**src/rtl/rope_hook_if.sv**
```systemverilog
// Hook/rope controller bus: game-side controls in, hook pose and catch reports out.
// Combinational bundle; no latency of its own.
// No backpressure; draw_busy freezes motion inside the controller.
//
// master: the rope_hook_fsm side (drives degree, rope_len, state, catch report).
// slave : the game side (drives enable, draw_busy, keys, collision inputs).
interface rope_hook_if #(
    parameter int DEG_W    = 10,
    parameter int LEN_W    = 10,
    parameter int WEIGHT_W = 4
);
    logic                enable;
    logic                draw_busy;
    logic                go_key;
    logic                hit;
    logic [WEIGHT_W-1:0] hit_weight;
    logic                bomb_key;
    logic [DEG_W-1:0]    degree;
    logic [LEN_W-1:0]    rope_len;
    logic [1:0]          state;
    logic                catch_done;
    logic [WEIGHT_W-1:0] caught_weight;
    logic [1:0]          bomb_count;

    modport master (
        input  enable, draw_busy, go_key, hit, hit_weight, bomb_key,
        output degree, rope_len, state, catch_done, caught_weight, bomb_count
    );

    modport slave (
        output enable, draw_busy, go_key, hit, hit_weight, bomb_key,
        input  degree, rope_len, state, catch_done, caught_weight, bomb_count
    );
endinterface

```
**src/rtl/rope_hook_fsm.sv**
```systemverilog
// Gold-miner hook controller: swings, fires on a go edge, extends, retracts by weight.
// Motion updates one clock after an advance tick; catch_done pulses one clock after retraction ends.
// draw_busy=1 or enable=0 freezes all motion; key edges are still captured every clock.
//
// Ports: clock, resetn (synchronous, active-high), bus (rope_hook_if.master).
// Optional macro ROPE_BOMB_EN adds the bomb key: drops the load mid-retract, bomb_count counts down.
module rope_hook_fsm #(
    parameter int DEG_W      = 10,
    parameter int DEG_MIN    = 10,
    parameter int DEG_MAX    = 170,
    parameter int SWING_STEP = 2,
    parameter int LEN_W      = 10,
    parameter int LEN_MIN    = 20,
    parameter int LEN_MAX    = 400,
    parameter int EXT_STEP   = 4,
    parameter int RET_STEP   = 8,
    parameter int WEIGHT_W   = 4,
    parameter int BOMB_INIT  = 3
) (
    input logic         clock,
    input logic         resetn,
    rope_hook_if.master bus
);
    typedef enum logic [1:0] {SWING = 2'd0, EXTEND = 2'd1, RETRACT = 2'd2, DONE = 2'd3} state_t;

    // One spare bit on every sum so limit compares never wrap.
    localparam int SW = WEIGHT_W + LEN_W;
    localparam int XW = SW + 1;
    localparam logic [DEG_W:0]  DMIN_X  = (DEG_W+1)'(DEG_MIN);
    localparam logic [DEG_W:0]  DMAX_X  = (DEG_W+1)'(DEG_MAX);
    localparam logic [DEG_W:0]  DSTEP_X = (DEG_W+1)'(SWING_STEP);
    localparam logic [XW-1:0]   LMIN_X  = XW'(LEN_MIN);
    localparam logic [XW-1:0]   LMAX_X  = XW'(LEN_MAX);
    localparam logic [XW-1:0]   EXT_X   = XW'(EXT_STEP);
    localparam logic [SW-1:0]   RET_X   = SW'(RET_STEP);

    state_t              state_q, state_d;
    logic [DEG_W-1:0]    deg_q, deg_d;
    logic                dir_up_q, dir_up_d;
    logic [LEN_W-1:0]    len_q, len_d;
    logic [WEIGHT_W-1:0] load_q, load_d;
    logic                go_q, go_pend_q, go_pend_d;
    logic                adv, go_rise, bomb_fire;
    logic [WEIGHT_W-1:0] eff_load;
    logic [SW-1:0]       ret_step;
    logic [DEG_W:0]      deg_x, deg_up;
    logic [XW-1:0]       len_x, ext_next;

    assign adv     = bus.enable & ~bus.draw_busy;
    assign go_rise = bus.go_key & ~go_q;

`ifdef ROPE_BOMB_EN
    logic       bomb_q, bomb_pend_q, bomb_pend_d;
    logic [1:0] bombs_q, bombs_d;
    logic       bomb_rise;

    assign bomb_rise = bus.bomb_key & ~bomb_q;
    assign bomb_fire = (state_q == RETRACT) & adv & bomb_pend_q;

    // An edge is only armed when dropping the load would matter and a bomb remains.
    always_comb begin
        bomb_pend_d = 1'b0;
        bombs_d     = bombs_q;
        if (state_q == RETRACT && !bomb_fire)
            bomb_pend_d = bomb_pend_q |
                          (bomb_rise & (load_q != '0) & (bombs_q != 2'd0));
        if (bomb_fire)
            bombs_d = bombs_q - 2'd1;
    end

    always_ff @(posedge clock) begin
        if (resetn) begin
            bomb_q      <= 1'b0;
            bomb_pend_q <= 1'b0;
            bombs_q     <= 2'(BOMB_INIT);
        end else begin
            bomb_q      <= bus.bomb_key;
            bomb_pend_q <= bomb_pend_d;
            bombs_q     <= bombs_d;
        end
    end

    assign bus.bomb_count = bombs_q;
`else
    logic unused_bomb;
    assign unused_bomb    = bus.bomb_key;
    assign bomb_fire      = 1'b0;
    assign bus.bomb_count = 2'd0;
`endif

    // A bomb firing this tick already retracts at full unloaded speed.
    assign eff_load = bomb_fire ? '0 : load_q;
    assign ret_step = (RET_X > SW'(eff_load)) ? (RET_X - SW'(eff_load)) : SW'(1);

    assign deg_x    = {1'b0, deg_q};
    assign deg_up   = deg_x + DSTEP_X;
    assign len_x    = XW'(len_q);
    assign ext_next = len_x + EXT_X;

    always_comb begin
        state_d  = state_q;
        deg_d    = deg_q;
        dir_up_d = dir_up_q;
        len_d    = len_q;
        load_d   = load_q;

        // Edges seen outside SWING are dropped; a pending fire is consumed by its tick.
        if (state_q != SWING || (adv && go_pend_q))
            go_pend_d = 1'b0;
        else
            go_pend_d = go_pend_q | go_rise;

        case (state_q)
            SWING: begin
                if (adv) begin
                    if (go_pend_q) begin
                        state_d = EXTEND;
                    end else if (dir_up_q) begin
                        if (deg_up >= DMAX_X) begin
                            deg_d    = DEG_W'(DMAX_X);
                            dir_up_d = 1'b0;
                        end else begin
                            deg_d = DEG_W'(deg_up);
                        end
                    end else begin
                        if (deg_x <= DMIN_X + DSTEP_X) begin
                            deg_d    = DEG_W'(DMIN_X);
                            dir_up_d = 1'b1;
                        end else begin
                            deg_d = DEG_W'(deg_x - DSTEP_X);
                        end
                    end
                end
            end
            EXTEND: begin
                if (adv) begin
                    if (bus.hit) begin
                        load_d  = bus.hit_weight;
                        state_d = RETRACT;
                    end else if (ext_next >= LMAX_X) begin
                        len_d   = LEN_W'(LMAX_X);
                        load_d  = '0;
                        state_d = RETRACT;
                    end else begin
                        len_d = LEN_W'(ext_next);
                    end
                end
            end
            RETRACT: begin
                if (adv) begin
                    if (bomb_fire)
                        load_d = '0;
                    if (len_x <= LMIN_X + XW'(ret_step)) begin
                        len_d   = LEN_W'(LMIN_X);
                        state_d = DONE;
                    end else begin
                        len_d = LEN_W'(len_x - XW'(ret_step));
                    end
                end
            end
            default: state_d = SWING;  // DONE: single clock, ungated
        endcase
    end

    always_ff @(posedge clock) begin
        if (resetn) begin
            state_q   <= SWING;
            deg_q     <= DEG_W'(DMIN_X);
            dir_up_q  <= 1'b1;
            len_q     <= LEN_W'(LMIN_X);
            load_q    <= '0;
            go_q      <= 1'b0;
            go_pend_q <= 1'b0;
        end else begin
            state_q   <= state_d;
            deg_q     <= deg_d;
            dir_up_q  <= dir_up_d;
            len_q     <= len_d;
            load_q    <= load_d;
            go_q      <= bus.go_key;
            go_pend_q <= go_pend_d;
        end
    end

    assign bus.degree        = deg_q;
    assign bus.rope_len      = len_q;
    assign bus.state         = state_q;
    assign bus.catch_done    = (state_q == DONE);
    assign bus.caught_weight = (state_q == DONE) ? load_q : '0;
endmodule

```
**src/flat_wrapper.sv**
```systemverilog
// flat-port wrapper written by rule: the top's interface ports become plain ports
module rope_hook_fsm_flat 
#(
    parameter int DEG_W      = 10,
    parameter int DEG_MIN    = 10,
    parameter int DEG_MAX    = 170,
    parameter int SWING_STEP = 2,
    parameter int LEN_W      = 10,
    parameter int LEN_MIN    = 20,
    parameter int LEN_MAX    = 400,
    parameter int EXT_STEP   = 4,
    parameter int RET_STEP   = 8,
    parameter int WEIGHT_W   = 4,
    parameter int BOMB_INIT  = 3
)
  (clock, resetn, bus_enable, bus_draw_busy, bus_go_key, bus_hit, bus_hit_weight, bus_bomb_key, bus_degree, bus_rope_len, bus_state, bus_catch_done, bus_caught_weight, bus_bomb_count);
  rope_hook_if #(.DEG_W(DEG_W), .LEN_W(LEN_W), .WEIGHT_W(WEIGHT_W)) bus_i ();
  input logic clock;
  input logic resetn;
  input wire logic [$bits(bus_i.enable)-1:0] bus_enable;
  input wire logic [$bits(bus_i.draw_busy)-1:0] bus_draw_busy;
  input wire logic [$bits(bus_i.go_key)-1:0] bus_go_key;
  input wire logic [$bits(bus_i.hit)-1:0] bus_hit;
  input wire logic [$bits(bus_i.hit_weight)-1:0] bus_hit_weight;
  input wire logic [$bits(bus_i.bomb_key)-1:0] bus_bomb_key;
  output wire logic [$bits(bus_i.degree)-1:0] bus_degree;
  output wire logic [$bits(bus_i.rope_len)-1:0] bus_rope_len;
  output wire logic [$bits(bus_i.state)-1:0] bus_state;
  output wire logic [$bits(bus_i.catch_done)-1:0] bus_catch_done;
  output wire logic [$bits(bus_i.caught_weight)-1:0] bus_caught_weight;
  output wire logic [$bits(bus_i.bomb_count)-1:0] bus_bomb_count;
  assign bus_i.enable = bus_enable;
  assign bus_i.draw_busy = bus_draw_busy;
  assign bus_i.go_key = bus_go_key;
  assign bus_i.hit = bus_hit;
  assign bus_i.hit_weight = bus_hit_weight;
  assign bus_i.bomb_key = bus_bomb_key;
  assign bus_degree = bus_i.degree;
  assign bus_rope_len = bus_i.rope_len;
  assign bus_state = bus_i.state;
  assign bus_catch_done = bus_i.catch_done;
  assign bus_caught_weight = bus_i.caught_weight;
  assign bus_bomb_count = bus_i.bomb_count;
  rope_hook_fsm #(.DEG_W(DEG_W), .DEG_MIN(DEG_MIN), .DEG_MAX(DEG_MAX), .SWING_STEP(SWING_STEP), .LEN_W(LEN_W), .LEN_MIN(LEN_MIN), .LEN_MAX(LEN_MAX), .EXT_STEP(EXT_STEP), .RET_STEP(RET_STEP), .WEIGHT_W(WEIGHT_W), .BOMB_INIT(BOMB_INIT)) u_core (.clock(clock), .resetn(resetn), .bus(bus_i));
endmodule
```
**config.mk**
```make
export PLATFORM = sky130hd
export DESIGN_NAME = rope_hook_fsm_flat
export DESIGN_NICKNAME = d
export VERILOG_FILES = /design/src/rtl/rope_hook_if.sv /design/src/rtl/rope_hook_fsm.sv /design/src/flat_wrapper.sv
export SDC_FILE = /design/constraint.sdc
export NUM_CORES = 1
export LEC_CHECK = 0
export CAP_MARGIN = 20
export CORE_UTILIZATION = 55
export DETAILED_ROUTE_END_ITERATION = 12
export PLACE_DENSITY = 0.8
export SYNTH_ARGS = -nofsm -noshare
export SYNTH_HDL_FRONTEND = slang
export SYNTH_SLANG_ARGS = --single-unit
```
**constraint.sdc**
```tcl
create_clock -name clock -period 3.63 [get_ports clock]
set_input_delay 0.5445 -clock clock [delete_from_list [all_inputs] [get_ports clock]]
set_output_delay 0.5445 -clock clock [all_outputs]
set_load 0.05 [all_outputs]
```
==> results of run 1 <==
kinds of logic (layout without fill, tap and decap cells):
group / Yosys count / count (layout)
flip-flops: 28 / 28
multiplexers: 6 / 6
XOR/XNOR: 9 / 9
AND/OR/NAND/NOR: 117 / 117
other: 2 / 4
adder cells (fa/ha/maj): 26 / 26
buffers and inverters: 39 / 65
AO/OA/AOI/OAI: 117 / 117
worst reg2reg max path, delay by kind of cell, from the launching register on:
kind | cells | cell delay (ns)
simple gates | 6 | 1.11
fa+ha+maj | 3 | 0.65
compound gates | 3 | 0.47
flops | 1 | 0.38
buf+inv | 3 | 0.34
xor+xnor | 1 | 0.07
final cells by class:
cell class / count / area [sq um]
clock buffers: 3 / 41.3
clock inverters: 1 / 30.0
fillers: 392 / 1410
inverters: 21 / 78.8
multi-input cells: 279 / 1900
flip-flops and latches: 28 / 561
well taps: 52 / 65.1
repair buffers: 40 / 388
routing by layer:
metal  up-vias  part of all wire [%]
met1      1250                    48
li1       1323                     -
met5         -                     0
met3         6                   4.7
met4         0                  0.64
met2        84                    47
final timing paths:
path,cells past startpoint,slack [ns],startpoint,endpoint
min,2,0.51,u_core.eff_load[3],u_core.eff_load[3]
max,16,0.53,u_core.eff_load[0],u_core.bus.rope_len[5]
min reg2reg,2,0.51,u_core.eff_load[3],u_core.eff_load[3]
max reg2reg,16,0.53,u_core.eff_load[0],u_core.bus.rope_len[5]
report_power, final:
part | internal, mW | total, mW | switching (mW)
registers | 0.338 | 0.407 | 0.0686
logic | 0.230 | 0.571 | 0.341
clock network | 0.148 | 0.253 | 0.105
total | 0.716 | 1.23 | 0.515
state kept, by name, indices dropped and copies added, names as in the netlist:
name	cells
u_core.bus.degree	9
u_core.bus.rope_len	10
u_core.bus.state	2
u_core.dir_up_q	1
u_core.eff_load	4
u_core.go_pend_q	1
u_core.go_q	1
cells in the mapped netlist (all sizes together), types with 9 or more instances:
| library cell | count | area, sq um |
|---|---|---|
| a31oi | 9 | 56.3 |
| ha | 25 | 313 |
| o211ai | 9 | 72.6 |
| nor2 | 24 | 90.1 |
| nand2 | 39 | 149 |
| buf | 9 | 53.8 |
| dfxtp | 28 | 561 |
| a21oi | 20 | 100 |
| nand3 | 9 | 45.0 |
| o21ai | 26 | 134 |
| clkbuf | 9 | 33.8 |
| inv | 21 | 78.8 |
stage by stage:
stage | hold WS [ns] | util [%]
global route | 0.529 | 68.5
finish | 0.514 | 68.5
CTS | 0.513 | 68.5
global placement | 0.495 | 66.9
detailed placement | 0.499 | 66.9
floorplan | 0.470 | -
==> metrics.txt, run 1 <==
outcome complete, but fails checks; failing checks DRC; gr ovfl total 0; Top Family by Delay on Critical Path simple AND/OR/NAND/NOR gates; Rows 24; hold-fix buffers at CTS 0; relative max-transition margin 52.7%; dpl hpwl approximately 4.8 mm; setup ws final 0.530 ns; GPL Wtd Cong 0.912; Mapped Cells 344; Cell Chain, Critical Path inv_1, ha_1, nor2_1, nand3_1, nand2_1, nand2_1, inv_1, ha_1, xnor2_1, ha_1, and4b_1, a21boi_1, o211ai_1, buf_4, or3b_2, a31oi_1; Pleak 1.22 nW; Worst Hold Class reg -> reg; GRT met3 Usage 3.28%; Syn-to-layout area delta 16.9%; worst-margin pin slew approximately 0.71 ns; Yosys reg bits 28; Residual DRC 2; I/O pin total 40; commonest non-fill, non-tap cells in the layout nand2_1 (38), clkdlybuf4s50_1 (35), dfxtp_1 (28); Setup violations, final 0; post_cts resized 0; initial antenna violation count 0; Syn Std Cell Area 0.00262 sq mm; pwr dens 401 mW/mm^2; Max Slew Vio Count 0; adder-cell share of the synthesized area approximately an eighth; sequential area share after synthesis between 20% and 30%; post-CTS setup buffers 0; CP max-delay cell or3b_2; Worst EP required about 3.8 ns; most common cell type on the critical path ha_1; DR iter-0 viols approximately 230; worst-path fanout max 8; # clock sinks 28; Placeable Area 0.00447 sq mm; Total Power 1.23 mW; Global Route met1 Usage 37.7%; CP max stage delay 0.46 ns; prevailing post-synth register cell dfxtp_1; DP Area 0.00299 sq mm; Reg clk slew, reported paths 0.10 ns; DRT antenna net count 0; DIE AREA ~0.005 sq mm; RSZ-0062 raised after global routing no; clock root buffer clkbuf_8; WL/cell 15.4 um; Cell Count, Final, Fillers Out 424; YS warnings 0; commonest non-fill, non-tap cell in the layout nand2_1; via count 2,663; Cell variety after synth 62; antenna diode count 0; GR Util met2 45.0%; placed cell count 420; worst path arrival time approximately 3.3 ns; largest net degree at the start of global routing 24; DIE HEIGHT 71.0 um; first-pass GRT wire length 11.2 mm; overall global routing resource usage a little over a quarter; drt first pass iters 8; crit path launch type flop; Critical path buffers and inverters 3; post-synthesis mux area share under 10%; Die X around 70 um; Final Net Count 410; PortBufs 35; Place WS 0.610 ns; clk_skew roughly 0.0064 ns; largest family of logic cells by synthesized area compound AO/OA/AOI/OAI gates; WL final around 6.5 mm; Vias/cell around 6.3; layout cells sized above 1 5.65%; Final TNS setup 0 ns; Worst-Skew Late Latency 0.28 ns; CTS Buf Count 3; number of flops mapped to enable cells by yosys 0; peak supply drop 0.300 mV; simple-gate area share of the yosys netlist 22.6%; Starting Density 58.6%; number of global-route vias before repair 2,444; Final period util 85.4%; fmax approximately 0.32 GHz; CTS H-Tree Depth 1; grt peak-use layer met2; design area 0.00307 sq mm; Synth Area in XOR/XNOR 3.01%; Async SR Flop Fraction 0%; crit path kind reg -> reg; post-synthesis compound-gate area fraction a little under a third; Max Root-Sink Buffers 2; max-cap violations 0; CTS tree built; mean post-synth cell area approximately 7.6 sq um; CP endpoint kind flop; min Tclk post-route 3.10 ns; Hold Fails Final Rpt 0
Note: power is estimated with default switching activity, not from simulation.
==> run 2: changes to the inputs <==
GPL_TIMING_DRIVEN = 1   (was unset)
==> results of run 2 <==
No change in the layout: final DEF, timing and power equal those of run 1.
==> run 3: changes to the inputs <==
CORE_UTILIZATION = 40   (was 55)
PLACE_DENSITY = 0.61   (was 0.8)
clock period = 3.2 ns   (was 3.63 ns; I/O delays follow)
==> metrics.txt, run 3 (synthesized netlist as in run 1, its figures left out) <==
WL final 6.67 mm (+2.2%); drt first pass iters 4 (-4); worst-margin pin slew 0.539 ns (-0.170 ns); Rows 29 (+21%); DIE AREA 0.00688 sq mm (+36%); multi-input logic area 0.00193 sq mm (+1.4%); CP endpoint kind flop; Final TNS setup 0 ns (unchanged); Die X 83.0 um (+17%); DIE HEIGHT 83.0 um (+17%); overall global routing resource usage 19.0% (-8.1 points); dpl hpwl 4.88 mm (+2.0%); initial antenna violation count 0 (unchanged); CTS Buf Count 3 (unchanged); fin util 50.1% (-18 points); peak supply drop 0.417 mV (+39%); RSZ-0062 raised after global routing no; crit path kind reg -> reg; setup ws final 0.198 ns (-0.331 ns); layout cells sized above 1 9.50% (+3.9 points); I/O pin total 40 (unchanged); placed cell count 446 (+6.2%); clock root buffer clkbuf_8; # clock sinks 28 (unchanged); Vias/cell 5.78 (-8.0%); relative max-transition margin 64.0% (+11 points); Place WS 0.117 ns (-0.493 ns); crit path launch type flop; fillers 637 (+63%); outcome completed; Syn-to-layout area delta 21.3%; Total Power 1.40 mW (+14%); Reg clk slew, reported paths 0.10 ns (about the same); Final Net Count 417 (+1.7%); fmax 0.333 GHz (+3.3%); commonest non-fill, non-tap cells in the layout nand2_1 (38), clkdlybuf4s50_1 (35), dfxtp_1 (26); min Tclk post-route 3.00 ns (-0.0987 ns); Max Slew Vio Count 0 (unchanged); max-cap violations 0 (unchanged); Worst-Skew Late Latency 0.28 ns (about the same); antenna diode count 0 (unchanged); CTS H-Tree Depth 1 (unchanged); Seq. cell area 563 sq um (+0.45%); Final period util 93.8% (+8.4 points); Residual DRC 0 (-2); worst path arrival time 3.21 ns (-0.10 ns); via count 2,635 (-1.1%); Starting Density 41.3% (-17 points); clk_skew 0.00543 ns (-0.000941 ns); Placeable Area 0.00635 sq mm (+42%); first-pass GRT wire length 11.0 mm (-1.5%); gr ovfl total 0 (unchanged); number of global-route vias before repair 2,246 (-8.1%); pwr dens 441 mW/mm^2 (+9.9%); Worst Hold Class reg -> reg; GPL Wtd Cong 0.851 (-6.7%); DR iter-0 viols 156 (-33%); worst-path fanout max 4 (-4); Setup violations, final 0 (unchanged); number of flip-flops in the largest register 10 (unchanged); commonest non-fill, non-tap cell in the layout nand2_1; Max Root-Sink Buffers 2 (unchanged); CTS tree built; Cell Count, Final, Fillers Out 456 (+7.5%); DRT antenna net count 0 (unchanged); WL/cell 14.6 um (-4.9%); PortBufs 35 (unchanged); Pleak 1.25 nW (+2.5%); FF-to-FF setup slack 0.20 ns (-0.33 ns); Hold Fails Final Rpt 0 (unchanged); largest net degree at the start of global routing 17 (-29%); Worst EP required 3.41 ns (-0.43 ns)
run 3: critical path: stages (launching register included):
cell,delay (ns)
dfxtp_2,0.35
inv_1,0.08
ha_2,0.22
nor2_4,0.05
nand3_1,0.09
nand2_1,0.07
nand2_1,0.11
inv_2,0.05
ha_1,0.26
inv_1,0.04
ha_1,0.28
and4b_1,0.21
a21boi_1,0.16
o211ai_1,0.17
buf_4,0.19
or3b_2,0.46
a31oi_1,0.16
run 3: repair_timing:
item / in CTS / in global routing
gates resized for setup: 0 / 9
setup endpoints to repair: 0 / 10
buffers inserted: 0 / 6
hold buffers: 0 / 0
run 3: area by class of cell:
class	count	area share, %
multi-input combinational	279	60.7
sequential	28	17.7
timing repair buffer	47	13.9
tap	77	3.03
inverter	21	2.48
clock buffer	3	1.30
clock inverter	1	0.945
run 3: worst paths after layout:
kind | end | depth (start not counted) | from
setup / recovery | u_core.bus.rope_len[5] | 16 | u_core.eff_load[1]
hold / removal | u_core.eff_load[0] | 2 | u_core.eff_load[0]
setup reg to reg | u_core.bus.rope_len[5] | 16 | u_core.eff_load[1]
hold reg to reg | u_core.eff_load[0] | 2 | u_core.eff_load[0]
run 3: per-layer routing:
layer	GRT usage [%]	wire length (um)	share of wire (%)	vias up
met1	28.5	3400	51	1245
met3	2.09	194	2.9	2
met5	0	0	0	-
li1	-	-	-	1338
met2	29.6	3040	46	50
met4	2.82	34	0.51	0
run 3: through the flow:
step | instance area, sq um | hold WS [ns]
after global routing | 3180 | 0.533
after CTS | 3100 | 0.526
after floorplan | 2630 | 0.470
after detailed placement | 3030 | 0.509
final | 3180 | 0.513
after global placement | 3030 | 0.500
run 3: power by group:
part	switching (mW)	internal [mW]	total [mW]
logic	0.387	0.268	0.654
registers	0.0796	0.383	0.463
clock network	0.117	0.168	0.285
